**config.mk**
```make
export PLATFORM = sky130hd
export DESIGN_NAME = lcd_char_ctrl
export DESIGN_NICKNAME = d
export VERILOG_FILES = /design/src/rtl/lcd_pkg.sv /design/src/rtl/lcd_bus_cycle.sv /design/src/rtl/lcd_char_ctrl.sv
export SDC_FILE = /design/constraint.sdc
export NUM_CORES = 1
export LEC_CHECK = 0
export ABC_CLOCK_PERIOD_IN_PS = 4600
export CAP_MARGIN = 20
export CORE_UTILIZATION = 55
export DETAILED_ROUTE_END_ITERATION = 10
export HOLD_SLACK_MARGIN = 0.06
export PLACE_DENSITY = 0.86
export REMOVE_ABC_BUFFERS = 1
export SYNTH_ARGS = -nofsm -noshare
export SYNTH_HDL_FRONTEND = slang
export SYNTH_SLANG_ARGS = --single-unit
```
**constraint.sdc**
```tcl
create_clock -name i_clk -period 4.6 [get_ports i_clk]
set_input_delay 1.38 -clock i_clk [delete_from_list [all_inputs] [get_ports i_clk]]
set_output_delay 1.38 -clock i_clk [all_outputs]
set_load 0.01 [all_outputs]
```
**src/rtl/lcd_pkg.sv**
```systemverilog
// Shared definitions for the character-LCD controller: command bytes, FSM states, DDRAM row bases.
package lcd_pkg;

    localparam logic [7:0] FUNC_SET_1L = 8'h30;
    localparam logic [7:0] FUNC_SET_2L = 8'h38;
    localparam logic [7:0] DISP_ON     = 8'h0C;
    localparam logic [7:0] CMD_CLEAR   = 8'h01;
    localparam logic [7:0] ENTRY_INC   = 8'h06;
    localparam logic [7:0] SET_DDRAM   = 8'h80;

    typedef enum logic [2:0] {
        ST_PWR_WAIT,
        ST_INIT,
        ST_IDLE,
        ST_SET_ADDR,
        ST_WR_DATA,
        ST_CLEAR
    } lcd_state_e;

    typedef enum logic [1:0] {
        BP_IDLE,
        BP_SETUP,
        BP_STROBE,
        BP_HOLD
    } bus_phase_e;

    // Rows 2/3 of a 4-line panel continue rows 0/1 past the visible columns.
    function automatic logic [6:0] row_base(input logic [1:0] row, input int cols);
        case (row)
            2'd0:    return 7'h00;
            2'd1:    return 7'h40;
            2'd2:    return 7'(cols);
            default: return 7'(7'h40 + 7'(cols));
        endcase
    endfunction

endpackage

```
**src/rtl/lcd_bus_cycle.sv**
```systemverilog
// One HD44780 write: setup with EN low, EN strobe, then post-strobe wait (long for clear).
// Latency: T_AS+T_EN+T_CMD (or T_CLR) cycles from start; o_done is high in the last one.
// No backpressure: a new start is taken when idle or in the o_done cycle, back to back.
module lcd_bus_cycle
    import lcd_pkg::*;
#(
    parameter int T_AS_CYC  = 2,
    parameter int T_EN_CYC  = 25,
    parameter int T_CMD_CYC = 2000,
    parameter int T_CLR_CYC = 82000
) (
    input  logic       i_clk,
    input  logic       i_rst,
    input  logic       i_start,
    input  logic       i_rs,
    input  logic [7:0] i_data,
    input  logic       i_long_wait,
    output logic [7:0] o_DATA,
    output logic       o_EN,
    output logic       o_RS,
    output logic       o_done
);
    localparam int T_A   = (T_AS_CYC > T_EN_CYC) ? T_AS_CYC : T_EN_CYC;
    localparam int T_B   = (T_CMD_CYC > T_CLR_CYC) ? T_CMD_CYC : T_CLR_CYC;
    localparam int T_MAX = (T_A > T_B) ? T_A : T_B;
    localparam int CNT_W = $clog2(T_MAX + 1);

    bus_phase_e       ph_q, ph_d;
    logic [CNT_W-1:0] cnt_q, cnt_d;
    logic [7:0]       data_q, data_d;
    logic             rs_q, rs_d;
    logic             en_q, en_d;
    logic             long_q, long_d;
    logic [CNT_W-1:0] hold_last;

    assign hold_last = long_q ? CNT_W'(T_CLR_CYC - 1) : CNT_W'(T_CMD_CYC - 1);
    assign o_done    = (ph_q == BP_HOLD) && (cnt_q == hold_last);

    always_comb begin
        ph_d   = ph_q;
        cnt_d  = cnt_q;
        data_d = data_q;
        rs_d   = rs_q;
        en_d   = en_q;
        long_d = long_q;
        case (ph_q)
            BP_SETUP: begin
                if (cnt_q == CNT_W'(T_AS_CYC - 1)) begin
                    ph_d  = BP_STROBE;
                    cnt_d = '0;
                    en_d  = 1'b1;
                end else begin
                    cnt_d = cnt_q + CNT_W'(1);
                end
            end
            BP_STROBE: begin
                if (cnt_q == CNT_W'(T_EN_CYC - 1)) begin
                    ph_d  = BP_HOLD;
                    cnt_d = '0;
                    en_d  = 1'b0;
                end else begin
                    cnt_d = cnt_q + CNT_W'(1);
                end
            end
            BP_HOLD: begin
                if (o_done) begin
                    ph_d = BP_IDLE;
                end else begin
                    cnt_d = cnt_q + CNT_W'(1);
                end
            end
            default: ;
        endcase
        // A start in the done cycle chains the next byte with no idle gap.
        if (i_start) begin
            ph_d   = BP_SETUP;
            cnt_d  = '0;
            data_d = i_data;
            rs_d   = i_rs;
            en_d   = 1'b0;
            long_d = i_long_wait;
        end
    end

    always_ff @(posedge i_clk) begin
        if (i_rst) begin
            ph_q   <= BP_IDLE;
            cnt_q  <= '0;
            data_q <= '0;
            rs_q   <= 1'b0;
            en_q   <= 1'b0;
            long_q <= 1'b0;
        end else begin
            ph_q   <= ph_d;
            cnt_q  <= cnt_d;
            data_q <= data_d;
            rs_q   <= rs_d;
            en_q   <= en_d;
            long_q <= long_d;
        end
    end

    assign o_DATA = data_q;
    assign o_EN   = en_q;
    assign o_RS   = rs_q;

endmodule

```
**src/rtl/lcd_char_ctrl.sv**
```systemverilog
// HD44780 character-LCD controller: power-on init, positioned character writes, clear.
// Latency: write = 2 bus cycles (1 on a cursor hit with LCD_AUTOINC_EN), clear = 1 long bus cycle.
// Backpressure: o_ready high only in IDLE; requests while low are ignored, not queued.
module lcd_char_ctrl
    import lcd_pkg::*;
#(
    parameter int ROWS          = 2,
    parameter int COLS          = 16,
    parameter int T_POWERON_CYC = 750000,
    parameter int T_AS_CYC      = 2,
    parameter int T_EN_CYC      = 25,
    parameter int T_CMD_CYC     = 2000,
    parameter int T_CLR_CYC     = 82000,
    localparam int RW           = (ROWS > 1) ? $clog2(ROWS) : 1,
    localparam int CW           = $clog2(COLS)
) (
    input  logic          i_clk,
    input  logic          i_rst,
    input  logic          i_valid,
    input  logic [RW-1:0] i_row,
    input  logic [CW-1:0] i_col,
    input  logic [7:0]    i_char,
    input  logic          i_clr,
    output logic          o_ready,
    output logic          o_init_done,
    output logic          o_err,
    output logic [7:0]    o_DATA,
    output logic          o_EN,
    output logic          o_RS,
    output logic          o_RW,
    output logic          o_ON,
    output logic          o_BLON
);
    localparam int          PW     = $clog2(T_POWERON_CYC + 1);
    localparam logic [RW:0] ROWS_L = ROWS[RW:0];
    localparam logic [CW:0] COLS_L = COLS[CW:0];

    lcd_state_e    state_q, state_d;
    logic          ready_q, ready_d;
    logic          err_q, err_d;
    logic          init_done_q, init_done_d;
    logic          on_q, on_d;
    logic [1:0]    idx_q, idx_d;
    logic [7:0]    char_q, char_d;
    logic [PW-1:0] pwr_cnt_q, pwr_cnt_d;

    logic          bus_start, bus_rs, bus_long, bus_done;
    logic [7:0]    bus_data;
    logic          req_bad;
    logic [6:0]    addr;

`ifdef LCD_AUTOINC_EN
    logic          cur_vld_q, cur_vld_d;
    logic [RW-1:0] cur_row_q, cur_row_d;
    logic [CW-1:0] cur_col_q, cur_col_d;
    logic [CW:0]   col_nxt;
    logic          cur_hit;

    assign col_nxt = {1'b0, i_col} + {{CW{1'b0}}, 1'b1};
    assign cur_hit = cur_vld_q && (i_row == cur_row_q) && (i_col == cur_col_q);
`endif

    function automatic logic [7:0] init_byte(input logic [1:0] idx);
        case (idx)
            2'd0:    return (ROWS > 1) ? FUNC_SET_2L : FUNC_SET_1L;
            2'd1:    return DISP_ON;
            2'd2:    return CMD_CLEAR;
            default: return ENTRY_INC;
        endcase
    endfunction

    assign req_bad  = ({1'b0, i_row} >= ROWS_L) || ({1'b0, i_col} >= COLS_L);
    assign addr     = row_base(2'(i_row), COLS) + 7'(i_col);
    assign bus_long = !bus_rs && (bus_data == CMD_CLEAR);

    always_comb begin
        state_d     = state_q;
        ready_d     = ready_q;
        err_d       = 1'b0;
        init_done_d = init_done_q;
        on_d        = 1'b1;
        idx_d       = idx_q;
        char_d      = char_q;
        pwr_cnt_d   = pwr_cnt_q;
        bus_start   = 1'b0;
        bus_rs      = 1'b0;
        bus_data    = 8'h00;
`ifdef LCD_AUTOINC_EN
        cur_vld_d   = cur_vld_q;
        cur_row_d   = cur_row_q;
        cur_col_d   = cur_col_q;
`endif
        case (state_q)
            ST_PWR_WAIT: begin
                if (pwr_cnt_q == PW'(T_POWERON_CYC - 1)) begin
                    state_d   = ST_INIT;
                    idx_d     = 2'd0;
                    bus_start = 1'b1;
                    bus_data  = init_byte(2'd0);
                end else begin
                    pwr_cnt_d = pwr_cnt_q + PW'(1);
                end
            end
            ST_INIT: begin
                if (bus_done) begin
                    if (idx_q == 2'd3) begin
                        state_d     = ST_IDLE;
                        ready_d     = 1'b1;
                        init_done_d = 1'b1;
`ifdef LCD_AUTOINC_EN
                        cur_vld_d   = 1'b1;
                        cur_row_d   = '0;
                        cur_col_d   = '0;
`endif
                    end else begin
                        idx_d     = idx_q + 2'd1;
                        bus_start = 1'b1;
                        bus_data  = init_byte(idx_q + 2'd1);
                    end
                end
            end
            ST_IDLE: begin
                // ready_q low here only in the cycle after a dropped request.
                if (!ready_q) begin
                    ready_d = 1'b1;
                end else if (i_clr) begin
                    state_d   = ST_CLEAR;
                    ready_d   = 1'b0;
                    bus_start = 1'b1;
                    bus_data  = CMD_CLEAR;
                end else if (i_valid) begin
                    ready_d = 1'b0;
                    if (req_bad) begin
                        err_d = 1'b1;
                    end else begin
                        char_d    = i_char;
                        bus_start = 1'b1;
                        state_d   = ST_SET_ADDR;
                        bus_data  = SET_DDRAM | {1'b0, addr};
`ifdef LCD_AUTOINC_EN
                        cur_row_d = i_row;
                        cur_col_d = col_nxt[CW-1:0];
                        cur_vld_d = (col_nxt != COLS_L);
                        if (cur_hit) begin
                            state_d  = ST_WR_DATA;
                            bus_rs   = 1'b1;
                            bus_data = i_char;
                        end
`endif
                    end
                end
            end
            ST_SET_ADDR: begin
                if (bus_done) begin
                    state_d   = ST_WR_DATA;
                    bus_start = 1'b1;
                    bus_rs    = 1'b1;
                    bus_data  = char_q;
                end
            end
            ST_WR_DATA: begin
                if (bus_done) begin
                    state_d = ST_IDLE;
                    ready_d = 1'b1;
                end
            end
            ST_CLEAR: begin
                if (bus_done) begin
                    state_d = ST_IDLE;
                    ready_d = 1'b1;
`ifdef LCD_AUTOINC_EN
                    cur_vld_d = 1'b1;
                    cur_row_d = '0;
                    cur_col_d = '0;
`endif
                end
            end
            default: state_d = ST_PWR_WAIT;
        endcase
    end

    always_ff @(posedge i_clk) begin
        if (i_rst) begin
            state_q     <= ST_PWR_WAIT;
            ready_q     <= 1'b0;
            err_q       <= 1'b0;
            init_done_q <= 1'b0;
            on_q        <= 1'b0;
            idx_q       <= 2'd0;
            char_q      <= 8'h00;
            pwr_cnt_q   <= '0;
`ifdef LCD_AUTOINC_EN
            cur_vld_q   <= 1'b0;
            cur_row_q   <= '0;
            cur_col_q   <= '0;
`endif
        end else begin
            state_q     <= state_d;
            ready_q     <= ready_d;
            err_q       <= err_d;
            init_done_q <= init_done_d;
            on_q        <= on_d;
            idx_q       <= idx_d;
            char_q      <= char_d;
            pwr_cnt_q   <= pwr_cnt_d;
`ifdef LCD_AUTOINC_EN
            cur_vld_q   <= cur_vld_d;
            cur_row_q   <= cur_row_d;
            cur_col_q   <= cur_col_d;
`endif
        end
    end

    lcd_bus_cycle #(
        .T_AS_CYC  (T_AS_CYC),
        .T_EN_CYC  (T_EN_CYC),
        .T_CMD_CYC (T_CMD_CYC),
        .T_CLR_CYC (T_CLR_CYC)
    ) u_bus (
        .i_clk       (i_clk),
        .i_rst       (i_rst),
        .i_start     (bus_start),
        .i_rs        (bus_rs),
        .i_data      (bus_data),
        .i_long_wait (bus_long),
        .o_DATA      (o_DATA),
        .o_EN        (o_EN),
        .o_RS        (o_RS),
        .o_done      (bus_done)
    );

    assign o_ready     = ready_q;
    assign o_init_done = init_done_q;
    assign o_err       = err_q;
    assign o_ON        = on_q;
    assign o_BLON      = on_q;
    assign o_RW        = 1'b0;

endmodule

```
### After elaboration in Yosys (flattened, before gate mapping)

Cells that the tools add are included.

* output and inout port bits: 16
* memories: 0
* memory bits (read-only): 0
* flip-flop bits (word level): 66
* word-level logic and storage cells: 127
* latch bits: 0
* memory bits (writable): 0
* input bits: 17

* add/sub/neg operators: 4
* reduce and logical (&&, ||, !) cells: 22
* bitwise gates (word level): 3
* multipliers: 0
* muxes and demuxes: 53
* divide/modulo/power cells: 0
* equal/unequal tests: 31
* order comparisons: 0
* shift-type cells: 0

Operators with widths (count)
* 2-to-1 mux 17 bit: 4
* one-hot mux 17 bit (3 select lines): 1
* 2-to-1 mux 8 bit: 4
* one-hot mux 8 bit (4 select lines): 1
* 2-to-1 mux 3 bit: 8
* adder 20 x 1 -> 20 bit, second input constant: 1
* equality test 20 bit, second input constant: 1
* AND reduction 4 bit: 5
* 2-to-1 mux 1 bit: 18
* 2-to-1 mux 6 bit: 3
* one-hot mux 6 bit (3 select lines): 1
* adder 17 x 1 -> 17 bit, second input constant: 1
* equality test 17 x 1 -> 1 bit, second input constant: 1
* equality test 17 bit: 1
* equality test 17 x 5 -> 1 bit, second input constant: 1
* inequality test 2 bit, second input constant: 8
* one-hot mux 3 bit (5 select lines): 1
* one-hot mux 7 bit (2 select lines): 1
* 2-to-1 mux 2 bit: 6
* equality test 2 bit, second input constant: 4
* equality test 8 x 1 -> 1 bit, second input constant: 1
* adder 7 x 4 -> 7 bit: 1
* AND reduction 7 bit: 1
* equality test 3 x 2 -> 1 bit, second input constant: 2
* 23 further kinds: 37

### Longest topological paths before layout

Gate-level depths: netlist (run 1).

* depth in word-level cells: 9
* depth in mapped cells: 9
* mapped depth without buffers: 8

### Hierarchy

From an unflattened synthesis (run 1), not the netlist that was laid out.

* cell total of the unflattened synthesis: 425
* area, all modules: 3631.0 µm²

Modules (own cells, without submodules)
* lcd_char_ctrl: area each 1978.1 µm², cells each 251, times used 1, seq. area each 720.7 µm²
* lcd_bus_cycle: area each 1652.8 µm², cells each 174, times used 1, seq. area each 600.6 µm²

### Worst setup path after synthesis (run 1)

No wires, ideal clock.

* path kind: input -> register
* start: input port i_valid
* end: register u_bus.data_q[7], in the netlist u_bus.o_DATA[7]
* slack: 1.985 ns
* library setup time: 0.128 ns
* path buffers: 1
* required time: 4.472 ns
* stages on the path: 6
* arrival: 2.488 ns
* cell sequence: o21ai_0 > or2_2 > o211a_1 > buf_2 > a221oi_1 > nor2_1

* word-level cells in the longest chain between the ends: 4
* elaborated cells between the ends (all ways): 8
* those cells by class: mux (8)

Ends and longest elaborated chain
* from (decl): line lcd_char_ctrl.sv:19 `input logic i_valid,`
* 2-to-1 mux 8 bit or 2-to-1 mux 1 bit (tied branches): line lcd_char_ctrl.sv:131 `end else if (i_valid) begin`
* 2-to-1 mux 8 bit or 2-to-1 mux 1 bit (tied branches): line lcd_char_ctrl.sv:126 `end else if (i_clr) begin`
* 2-to-1 mux 8 bit or 2-to-1 mux 1 bit (tied branches): line lcd_char_ctrl.sv:124 `if (!ready_q) begin`
* one-hot mux 8 bit (4 select lines) or one-hot mux 1 bit (4 select lines) (tied branches): line lcd_char_ctrl.sv:93 `case (state_q)`
* to (signal assigned): line lcd_bus_cycle.sv:96 `data_q <= data_d;`
* to (decl): line lcd_bus_cycle.sv:30 `logic [7:0] data_q, data_d;`

Parallel ways exist; a longest one is shown, timed or not.
A chain may end at the register's enable or synchronous reset.

### Worst setup path after layout (run 1)

* start: input port i_clr
* end: register u_bus.cnt_q[7]

* word-level cells in the longest chain between the ends: 4

Ends and longest elaborated chain
* from (decl): line lcd_char_ctrl.sv:23 `input logic i_clr,`
* 2-to-1 mux 1 bit: line lcd_char_ctrl.sv:126
* 2-to-1 mux 1 bit: line lcd_char_ctrl.sv:124
* one-hot mux 1 bit (4 select lines): line lcd_char_ctrl.sv:93
* OR reduction 2 bit (no source line)
* to (signal assigned): line lcd_bus_cycle.sv:95 `cnt_q <= cnt_d;`
* to (decl): line lcd_bus_cycle.sv:29 `logic [CNT_W-1:0] cnt_q, cnt_d;`

No other way between the ends.

==> metrics.md, run 1 <==
| Metric | Value |
|---|---|
| Placement Setup Slack | `roughly 0.84 ns` |
| Endpoints failing setup | `0` |
| Total Power | `1.29 mW` |
| Clk pin slew, worst setup/hold paths | `roughly 0.07 ns` |
| PwrDens | `between 300 and 400 mW/mm²` |
| Layout net count | `~470` |
| Syn Std Cell Area | `0.00352 mm²` |
| Wire length per cell | `~15 µm` |
| Fin worst setup slack | `1.17 ns` |
| Worst vdd ir | `around 0.27 mV` |
| Die area | `roughly 0.0067 mm²` |
| Worst-margin pin slew | `slightly above 0.7 ns` |
| Die Ht | `~82 µm` |
| I/O Buffers | `30` |
| CTS tree | `built` |
| Post-synth ARST share | `0%` |
| CP Capture Type | `flop` |
| Residual DRC | `0` |
| CP Max Fanout | `15` |
| Hold Path Depth | `2` |
| Hold_buf cts | `0` |
| Hold Slack | `about 0.45 ns` |
| Area contributors post-synth | `dfxtp_1 (38%), nor2_1 (6.9%), xor2_1 (5.0%)` |
| Skew final | `between 0.01 and 0.015 ns` |
| Non-filler cells, final | `about 520` |
| Worst hold path type | `reg2reg` |
| Clock buffer depth | `2` |
| N_diodes | `0` |
| Post-CTS setup repair buffer count | `0` |
| Reg2reg start | `u_bus.cnt_q[11]` |
| Row count | `28` |
| Post-DP HPWL | `between 5000 and 6000 µm` |
| Reg2reg path depth | `7` |
| Fmax achieved | `just under 300 MHz` |
| Critical path, cell by cell | `clkdlybuf4s50_1 > o21ai_0 > or2_2 > o211a_1 > nand3_1 > nor2_1` |
| Root buffer cell | `clkbuf_8` |
| Post-DP Area | `0.00384 mm²` |
| Global route overflow | `0` |
| R2R Path End | `u_bus.o_DATA[3]` |
| Fin util | `around two thirds` |
| Fin. Hold Viols | `0` |
| Initial antenna violation count | `0` |
| First-pass GRT wire length | `between 10000 and 15000 µm` |
| Worst skew pair latency | `0.35 ns` |
| Rel. slew slack | `52.3%` |
| Run status | `finished clean` |
| Clk sinks | `66` |
| Share of the synthesized area in the top cell type | `37.5%` |
| Length of the first detailed-routing pass in iterations | `4` |
| H-tree level count | `3` |
| Post-DR vias/cell | `5.98` |
| Flop2flop setup slack | `approximately 1.9 ns` |
| Syn. warnings | `0` |
| Final min period | `3.43 ns` |
| Vias in the first global route | `roughly 2900` |
| Count of cell types in the netlist | `57` |
| WP data required | `4.87 ns` |
| Register area share after synthesis | `a little under two fifths` |
| CP Launch Type | `primary input` |
| Critical-path top delay cell | `clkdlybuf4s50_1` |
| #FFs+latches synth | `66` |
| Leakage power | `between 1 and 1.5 nW` |
| Post_cts resized | `0` |
| TNS Setup | `0 ns` |
| Vias | `a little over 3000` |
| RSZ-0062 raised after global routing | `no` |
| Primary FF master, synth | `dfxtp_1` |
| Setup CP Type | `in2reg` |
| Slowest stage delay, CP | `0.51 ns` |
| CTS Buf Count | `9` |
| Syn Area/Cell | `approximately 8.4 µm²` |
| Placed instance count | `roughly 510` |
| Ports | `33` |
| Die Wd | `between 80 and 90 µm` |
| Min-delay src | `u_bus.o_DATA[6]` |
| Max-Cap Viols | `0` |
| Core ar. | `~0.006 mm²` |
| Largest net degree at the start of global routing | `47` |
| Synth area leader | `dfxtp_1` |
| Worst setup path startpoint | `i_clr` |
| Crit share post-route | `74.6%` |
| DR iter-0 viols | `between 200 and 250` |
| Final WL | `a little under 8000 µm` |
| WHS Endpoint | `u_bus.o_DATA[6]` |
| Arrival @ worst endpoint | `~3.7 ns` |
| Initial core utilization | `about three fifths` |
| Max-slew violations | `0` |
| GRT Util Overall | `about a quarter` |
| Routability Congestion | `between 0.8 and 0.9` |
| Final ANT Viol Nets | `0` |
| Fillers | `497` |
| Synthesized instance count | `418` |
| Share of cells above drive strength 1 | `under 10%` |
| Final instance area | `~0.0040 mm²` |
| Post-synth EDFFs | `0` |
| Syn-to-layout area delta | `14.5%` |
[area by class of cell]
type | instances | area, µm² | share of cell area (%)
Sequential cell | 66 | 1320 | 32.8
Clock buffer | 12 | 145 | 3.60
Multi-Input combinational cell | 314 | 2040 | 50.6
Timing Repair Buffer | 33 | 323 | 8.01
Inverter | 18 | 67.6 | 1.68
Clock inverter | 3 | 40.0 | 0.993
Tap cell | 75 | 93.8 | 2.33
[synth_stat cells (2+ instances only)]
library cell and instances:
dfxtp_1 66, nor2_1 65, nand2_1 28, nand4_1 20
xor2_1 20, inv_1 18, a21oi_1 17, mux2i_1 16
ha_1 13, nor3_1 13, o21ai_0 12, nand3_1 11
xnor2_1 11, clkbuf_1 8, and3_1 7, nor4b_1 6
and4_1 5, buf_2 5, nor4_1 5, o211ai_1 5
or3_1 5, buf_1 4, buf_4 4, nand3b_1 4
nand4b_1 4, a211oi_1 3, a22oi_1 3, a31oi_1 3
and2_1 3, o2111ai_1 3, o21a_1 3, nor2b_1 2
or2_2 2
[per-layer routing]
| metal | GRT usage, % | up-vias | wire (µm) | part of all wire (%) |
|---|---|---|---|---|
| met5 | 0 | - | 0 | 0 |
| met4 | 9.47 | 0 | 92 | 1.2 |
| met3 | 6.22 | 9 | 430 | 5.5 |
| met2 | 42.1 | 77 | 3700 | 47 |
| met1 | 32.1 | 1497 | 3580 | 46 |
| li1 | - | 1534 | - | - |
[sequential cells by signal, indices dropped and copies added, names as in the netlist, 2 cells and up]
signal,flops
pwr_cnt_q,20
u_bus.cnt_q,17
char_q,8
u_bus.o_DATA,8
state_q,3
idx_q,2
u_bus.ph_q,2
[cells by family (layout without fill, tap and decap cells)]
family / after synthesis / in the layout / share of synthesized area (%)
DFF: 66 / 66 / 37.5
xor gates and xnor gates: 31 / 31 / 7.71
AOI/OAI and AO/OA: 61 / 61 / 11.5
muxes: 16 / 16 / 4.55
buffers and inverters: 39 / 66 / 4.76
other: 1 / 2 / 0.107
adders and majority gates: 13 / 13 / 4.62
and+or+nand+nor: 191 / 191 / 29.2
[worst max path at each step]
stage	depth (start not counted)	slack, ns	to
detailed placement	6	0.84	u_bus.cnt_q[16]
CTS	6	1.20	u_bus.cnt_q[7]
global placement	6	0.98	u_bus.cnt_q[2]
finish	6	1.17	u_bus.cnt_q[7]
floorplan	5	1.34	u_bus.long_q
global route	6	0.91	u_bus.cnt_q[8]
[worst max-delay path: cells and delay by family]
family / cells / cell delay (ns)
and+or+nand+nor: 3 / 0.94
AOI/OAI and AO/OA: 2 / 0.87
buffers and inverters: 1 / 0.51
[power by group]
part	internal, mW	switching (mW)	leakage, nW
Combinational	0.0837	0.129	0.759
Sequential	0.591	0.0198	0.533
Clock	0.261	0.211	0.0962
Total	0.936	0.359	1.39
[cells in the final DEF, fill, tap and decap left out, types with 2 or more instances in the layout]
cell,Yosys,routed
nor4b_1,6,6
nand3_1,11,11
nand4b_1,4,4
clkbuf_1,8,2
nor2b_1,2,2
conb_1,1,2
nand3b_1,4,4
buf_4,4,3
inv_1,18,18
a31oi_1,3,3
clkbuf_8,0,10
nor4_1,5,5
nor2_1,65,65
xor2_1,20,20
a211oi_1,3,3
o21a_1,3,3
and2_1,3,3
mux2i_1,16,16
or3_1,5,5
nand4_1,20,20
and4_1,5,5
clkinv_2,0,2
o21ai_0,12,12
o211ai_1,5,5
and3_1,7,7
a21oi_1,17,17
clkdlybuf4s50_1,0,30
xnor2_1,11,11
a22oi_1,3,3
or2_2,2,2
dfxtp_1,66,66
nor3_1,13,12
nand2_1,28,28
o2111ai_1,3,3
ha_1,13,13
Power figures use the tool's default switching activity.
==> run 2, diff against run 1 <==
- ABC_CLOCK_PERIOD_IN_PS: 4600 -> 3400
- clock period: 4.6 -> 3.4 ns (I/O delays scaled with it)
==> run 2 against run 1 <==
Via count increased by 1.7%. Setup slack got worse by 0.68 ns. Critical endpoint is now u_bus.cnt_q[6]. Power up 50%. Utilization grew 1.2 points. Final cell count grew 0.38%. Largest power group unchanged. Largest cell class unchanged. Register-to-register slack got worse by 1.3 ns. Sequential cell count stayed put. Clock skew fell by 0.0026 ns. Combinational power increased by 37%. Worst hold slack improved by 0.012 ns. Wire length rose by 2.7%. First-iteration DRC count is 2.9% higher.
==> metrics.md, run 2 (synthesis gave the netlist of run 1 again) <==
| Metric | Value |
|---|---|
| Largest net degree at the start of global routing | `45` |
| Syn-to-layout area delta | `16.6%` |
| I/O Buffers | `30` |
| Residual DRC | `0` |
| Worst vdd ir | `between 0.2 and 0.3 mV` |
| N_diodes | `0` |
| Reg2reg path depth | `6` |
| Fin util | `67.7%` |
| Core ar. | `around 0.0061 mm²` |
| Multi-input gate area | `between 0.002 and 0.0025 mm²` |
| CP Capture Type | `flop` |
| Post_cts resized | `0` |
| Share of cells above drive strength 1 | `6.25%` |
| Crit share post-route | `a little under nine tenths` |
| Global route overflow | `0` |
| Register area | `about 0.0013 mm²` |
| CTS Buf Count | `9` |
| RSZ-0062 raised after global routing | `no` |
| Max-slew violations | `0` |
| CP Max Fanout | `15` |
| Max-Cap Viols | `0` |
| TNS Setup | `0 ns` |
| Final ANT Viol Nets | `0` |
| Clk pin slew, worst setup/hold paths | `approximately 0.070 ns` |
| Worst setup path startpoint | `i_clr` |
| Vias | `~3200` |
| Rel. slew slack | `between 50% and 60%` |
| Worst skew pair latency | `0.34 ns` |
| Fmax achieved | `between 300 and 400 MHz` |
| Initial core utilization | `58.1%` |
| DR iter-0 viols | `between 200 and 250` |
| CP Buf/Inv Count | `1` |
| WP data required | `3.66 ns` |
| Commonest cells after routing, fill and taps aside | `dfxtp_1 (66), nor2_1 (65), clkdlybuf4s50_1 (30)` |
| Clock buffer depth | `2` |
| Setup CP Type | `in2reg` |
| R2R Path End | `u_bus.cnt_q[6]` |
| Non-filler cells, final | `523` |
| Hold_buf cts | `0` |
| Layout net count | `473` |
| Ports | `33` |
| Die Ht | `~80 µm` |
| Critical path, cell by cell | `clkdlybuf4s50_1 > o21ai_0 > or2_2 > o211a_1 > nand3_1 > nor2_1` |
| Critical Path Stages | `6` |
| Max FFs per register | `20` |
| Length of the first detailed-routing pass in iterations | `5` |
| First-pass GRT wire length | `13100 µm` |
| Endpoints failing setup | `0` |
| Run status | `finished clean` |
| Flop2flop setup slack | `0.66 ns` |
| Initial antenna violation count | `0` |
| Arrival @ worst endpoint | `around 3.2 ns` |
| GRT Util Overall | `25.6%` |
| Most common cell after layout, fill and taps aside | `dfxtp_1` |
| Final WL | `8010 µm` |
| Skew final | `slightly above 0.009 ns` |
| Leakage power | `1.43 nW` |
| Root buffer cell | `clkbuf_8` |
| Fillers | `approximately 500` |
| CTS tree | `built` |
| PwrDens | `~470 mW/mm²` |
| Register bank with the most flops | `pwr_cnt_q` |
| Post-DP HPWL | `approximately 5500 µm` |
| Routability Congestion | `a little over 0.8` |
| Vias in the first global route | `~2900` |
| Biggest regs | `pwr_cnt_q: 20 flops, u_bus.cnt_q: 17 flops` |
| Slowest stage delay, CP | `0.55 ns` |
| H-tree level count | `3` |
| Die area | `between 0.006 and 0.007 mm²` |
| Fin. Hold Viols | `0` |
| Critical path's top delay family | `simple AND/OR/NAND/NOR gates` |
| Wire length per cell | `~15 µm` |
| Total Power | `about 1.9 mW` |
| Worst hold path type | `reg2reg` |
| Row count | `28` |
| Final min period | `just under 3 ns` |
| Post-CTS setup repair buffer count | `0` |
| Placed instance count | `slightly above 500` |
| Reg2reg start | `u_bus.cnt_q[11]` |
| Clk sinks | `66` |
| CP Launch Type | `primary input` |
| Worst-margin pin slew | `between 0.6 and 0.7 ns` |
| Setup crit end | `u_bus.cnt_q[6]` |
| Post-DR vias/cell | `6.06` |
| Die Wd | `82.0 µm` |
| Critical-path top delay cell | `nand3_1` |
run 2: cell count changes in the layout (fill, tap and decap cells not counted), sizes merged:
cell	delta
bufinv	+2
buf	+1
clkbuf	-1
run 2: how the worst min path moves through the flow:
| stage | slack [ns] | end | depth (start not counted) | startpoint |
|---|---|---|---|---|
| 2_1_floorplan | 0.43 | u_bus.o_DATA[4] | 2 | char_q[4] |
| 3_3_place_gp | 0.45 | u_bus.o_DATA[4] | 2 | char_q[4] |
| 3_5_place_dp | 0.45 | u_bus.o_DATA[5] | 2 | char_q[5] |
| 4_1_cts | 0.47 | u_bus.o_DATA[2] | 2 | u_bus.o_DATA[2] |
| 5_1_grt | 0.50 | u_bus.o_DATA[6] | 2 | u_bus.o_DATA[6] |
| 6_report | 0.47 | u_bus.o_DATA[2] | 2 | u_bus.o_DATA[2] |
run 2: where the power goes:
part | switching [mW] | internal, mW | total (mW) | leakage [nW]
Combinational | 0.178 | 0.113 | 0.291 | 0.763
Clock | 0.299 | 0.525 | 0.824 | 0.129
Sequential | 0.0290 | 0.800 | 0.829 | 0.533
Total | 0.505 | 1.44 | 1.94 | 1.43
run 2: layout make-up:
type | instances | area share, %
Clock buffer | 11 | 3.69
Clock inverter | 5 | 2.44
Inverter | 18 | 1.65
Multi-Input combinational cell | 314 | 49.7
Sequential cell | 66 | 32.2
Tap cell | 75 | 2.29
Timing Repair Buffer | 34 | 8.05
run 2: per-stage QoR:
step / hold WS [ns] / cell area (µm²) / setup slack (ns)
after floorplan: 0.430 / 3420 / 0.456
after global placement: 0.450 / 3850 / 0.353
after detailed placement: 0.450 / 3850 / 0.197
after CTS: 0.470 / 4100 / 0.529
after global routing: 0.503 / 4100 / 0.334
final: 0.466 / 4100 / 0.488
run 2: layer usage:
layer  routed length, µm  global-route usage (%)  part of all wire (%)
met3                 411                    6.44                   5.1
met4                 111                    9.82                   1.4
met1                3620                    32.9                    45
met2                3870                    41.1                    48
met5                   0                       0                     0
run 2: worst reg2reg max path, delay by kind of cell, from the launching register on:
kind	cells	cell delay (ns)
AO/OA/AOI/OAI	2	0.64
flip-flops	1	0.35
AND/OR/NAND/NOR	4	1.61
==> run 3, diff against run 2 <==
- CELL_PAD_IN_SITES_DETAIL_PLACEMENT: not set -> 1
- CELL_PAD_IN_SITES_GLOBAL_PLACEMENT: not set -> 1
- CORE_UTILIZATION: 55 -> 43
- PLACE_DENSITY: 0.86 -> 0.88
==> run 3 against run 2 <==
Non-clock buffer count rose by 3. Register-to-register slack about the same. Critical endpoint is now u_bus.long_q. Critical path depth unchanged. Wire length increased by 19%.
==> metrics.md, run 3 (synthesis gave the netlist of run 1 again) <==
| Metric | Value |
|---|---|
| Endpoints failing setup | `0` |
| Fin worst setup slack | `between 0.6 and 0.7 ns` |
| Max-slew violations | `0` |
| N_diodes | `0` |
| Die Ht | `just over 90 µm` |
| Share of power burned in combinational logic | `15.8%` |
| Post-DP HPWL | `between 6000 and 7000 µm` |
| Worst vdd ir | `0.189 mV` |
| Most common cell after layout, fill and taps aside | `dfxtp_1` |
| Clk pin slew, worst setup/hold paths | `0.07 ns` |
| Seq pwr share | `approximately 44%` |
| CP Max Fanout | `12` |
| Fmax achieved | `367 MHz` |
| Wire length per cell | `17.2 µm` |
| Initial core utilization | `a little under half` |
| Die area | `~0.0086 mm²` |
| Leakage power | `between 1 and 1.5 nW` |
| Clock buffer depth | `2` |
| Worst skew pair latency | `0.35 ns` |
| Worst hold path type | `reg2reg` |
| CTS Buf Count | `9` |
| Run status | `finished clean` |
| Biggest regs | `pwr_cnt_q: 20 flops, u_bus.cnt_q: 17 flops` |
| Max-Cap Viols | `0` |
| Fin util | `between 50% and 60%` |
| PwrDens | `around 450 mW/mm²` |
| H-tree level count | `3` |
| Final min period | `2.73 ns` |
| CP Launch Type | `flop` |
| Core ar. | `0.00781 mm²` |
| Routability Congestion | `0.816` |
| Placement Setup Slack | `0.449 ns` |
| Fin. Hold Viols | `0` |
| Global route overflow | `0` |
| Die Wd | `between 90 and 100 µm` |
| Final WL | `roughly 9500 µm` |
| Vias | `3166` |
| RSZ-0062 raised after global routing | `no` |
| Post-CTS setup repair buffer count | `0` |
| Final instance area | `between 0.004 and 0.005 mm²` |
| Post-DP Area | `0.00391 mm²` |
| First-pass GRT wire length | `16100 µm` |
| Switching Share | `27.2%` |
| Multi-input gate area | `0.00204 mm²` |
| WP data required | `between 3 and 4 ns` |
| DR iter-0 viols | `about 130` |
| Cell Int Power | `1.37 mW` |
| Largest net degree at the start of global routing | `24` |
| GRT Util Overall | `between 20% and 30%` |
| Ports | `33` |
| CTS tree | `built` |
| Worst-margin pin slew | `0.618 ns` |
| Share of cells above drive strength 1 | `roughly 6.2%` |
| Post_cts resized | `0` |
| Syn-to-layout area delta | `17.3%` |
| I/O Buffers | `30` |
| TNS Setup | `0 ns` |
| Length of the first detailed-routing pass in iterations | `4` |
| Root buffer cell | `clkbuf_8` |
| Register area | `roughly 0.0013 mm²` |
| Final ANT Viol Nets | `0` |
| Hold Slack | `about 0.48 ns` |
| Hold Path Depth | `2` |
| Max FFs per register | `20` |
| Post-DR vias/cell | `5.74` |
| Layout net count | `476` |
| Reg2reg path depth | `6` |
| Commonest cells after routing, fill and taps aside | `dfxtp_1 (66), nor2_1 (65), clkdlybuf4s50_1 (30)` |
| Vias in the first global route | `between 3000 and 4000` |
| Clk sinks | `66` |
| P_sw | `about 0.5 mW` |
| Residual DRC | `0` |
| Fillers | `906` |
| Rel. slew slack | `~60%` |
| Hold_buf cts | `0` |
| CP Capture Type | `flop` |
| Register bank with the most flops | `pwr_cnt_q` |
| Skew final | `0.00806 ns` |
| Initial antenna violation count | `0` |
| Setup CP Type | `reg2reg` |
| Row count | `32` |
| Crit share post-route | `between 80% and 90%` |
| Clock power frac | `40.0%` |
| Arrival @ worst endpoint | `a little over 3 ns` |
run 3: cell count changes in the layout (fill, tap and decap cells not counted), sizes merged:
| cell | change |
|---|---|
| bufinv | -1 |
| clkinv | -2 |
| buf | +3 |
| clkbuf | +2 |
run 3: through the flow:
stage	power, mW	std cells
2_1_floorplan	1.03	398
3_3_place_gp	1.13	537
3_5_place_dp	1.14	537
4_1_cts	1.89	552
5_1_grt	1.95	552
6_report	1.88	552
run 3: cell type report:
class                      count  share of cell area, %
tap                          102                   3.09
timing repair buffer          37                   8.55
clock buffer                  13                   3.85
clock inverter                 2                   1.45
sequential                    66                   32.0
multi-input combinational    314                   49.4
inverter                      18                   1.64
run 3: path summary, 6_finish.rpt:
| check | slack (ns) | to | from |
|---|---|---|---|
| min | 0.48 | o_init_done | o_init_done |
| max reg2reg | 0.67 | u_bus.long_q | u_bus.cnt_q[11] |
| max | 0.67 | u_bus.long_q | u_bus.cnt_q[11] |
| min reg2reg | 0.48 | o_init_done | o_init_done |
run 3: power by group through the flow:
stage	combinational [mW]	sequential, mW	clock, mW
floorplan	0.187	0.841	0
detailed placement	0.292	0.845	0
finish	0.297	0.829	0.751
global placement	0.283	0.843	0
global route	0.333	0.833	0.787
CTS	0.296	0.828	0.766
run 3: critical path, cell delays in order (launching register included):
cell and delay [ns]:
dfxtp_1 0.36, or4_4 0.59, nor4_4 0.37, o211ai_1 0.31, o211a_1 0.48, nor4_1 0.35, a32o_1 0.21
run 3: routing by layer:
layer | GRT usage, % | vias to the layer above | wire length (µm)
li1 | - | 1549 | -
met1 | 28.9 | 1545 | 4400
met2 | 41.0 | 56 | 4650
met3 | 5.25 | 16 | 284
met4 | 8.33 | 0 | 170
met5 | 0 | - | 0
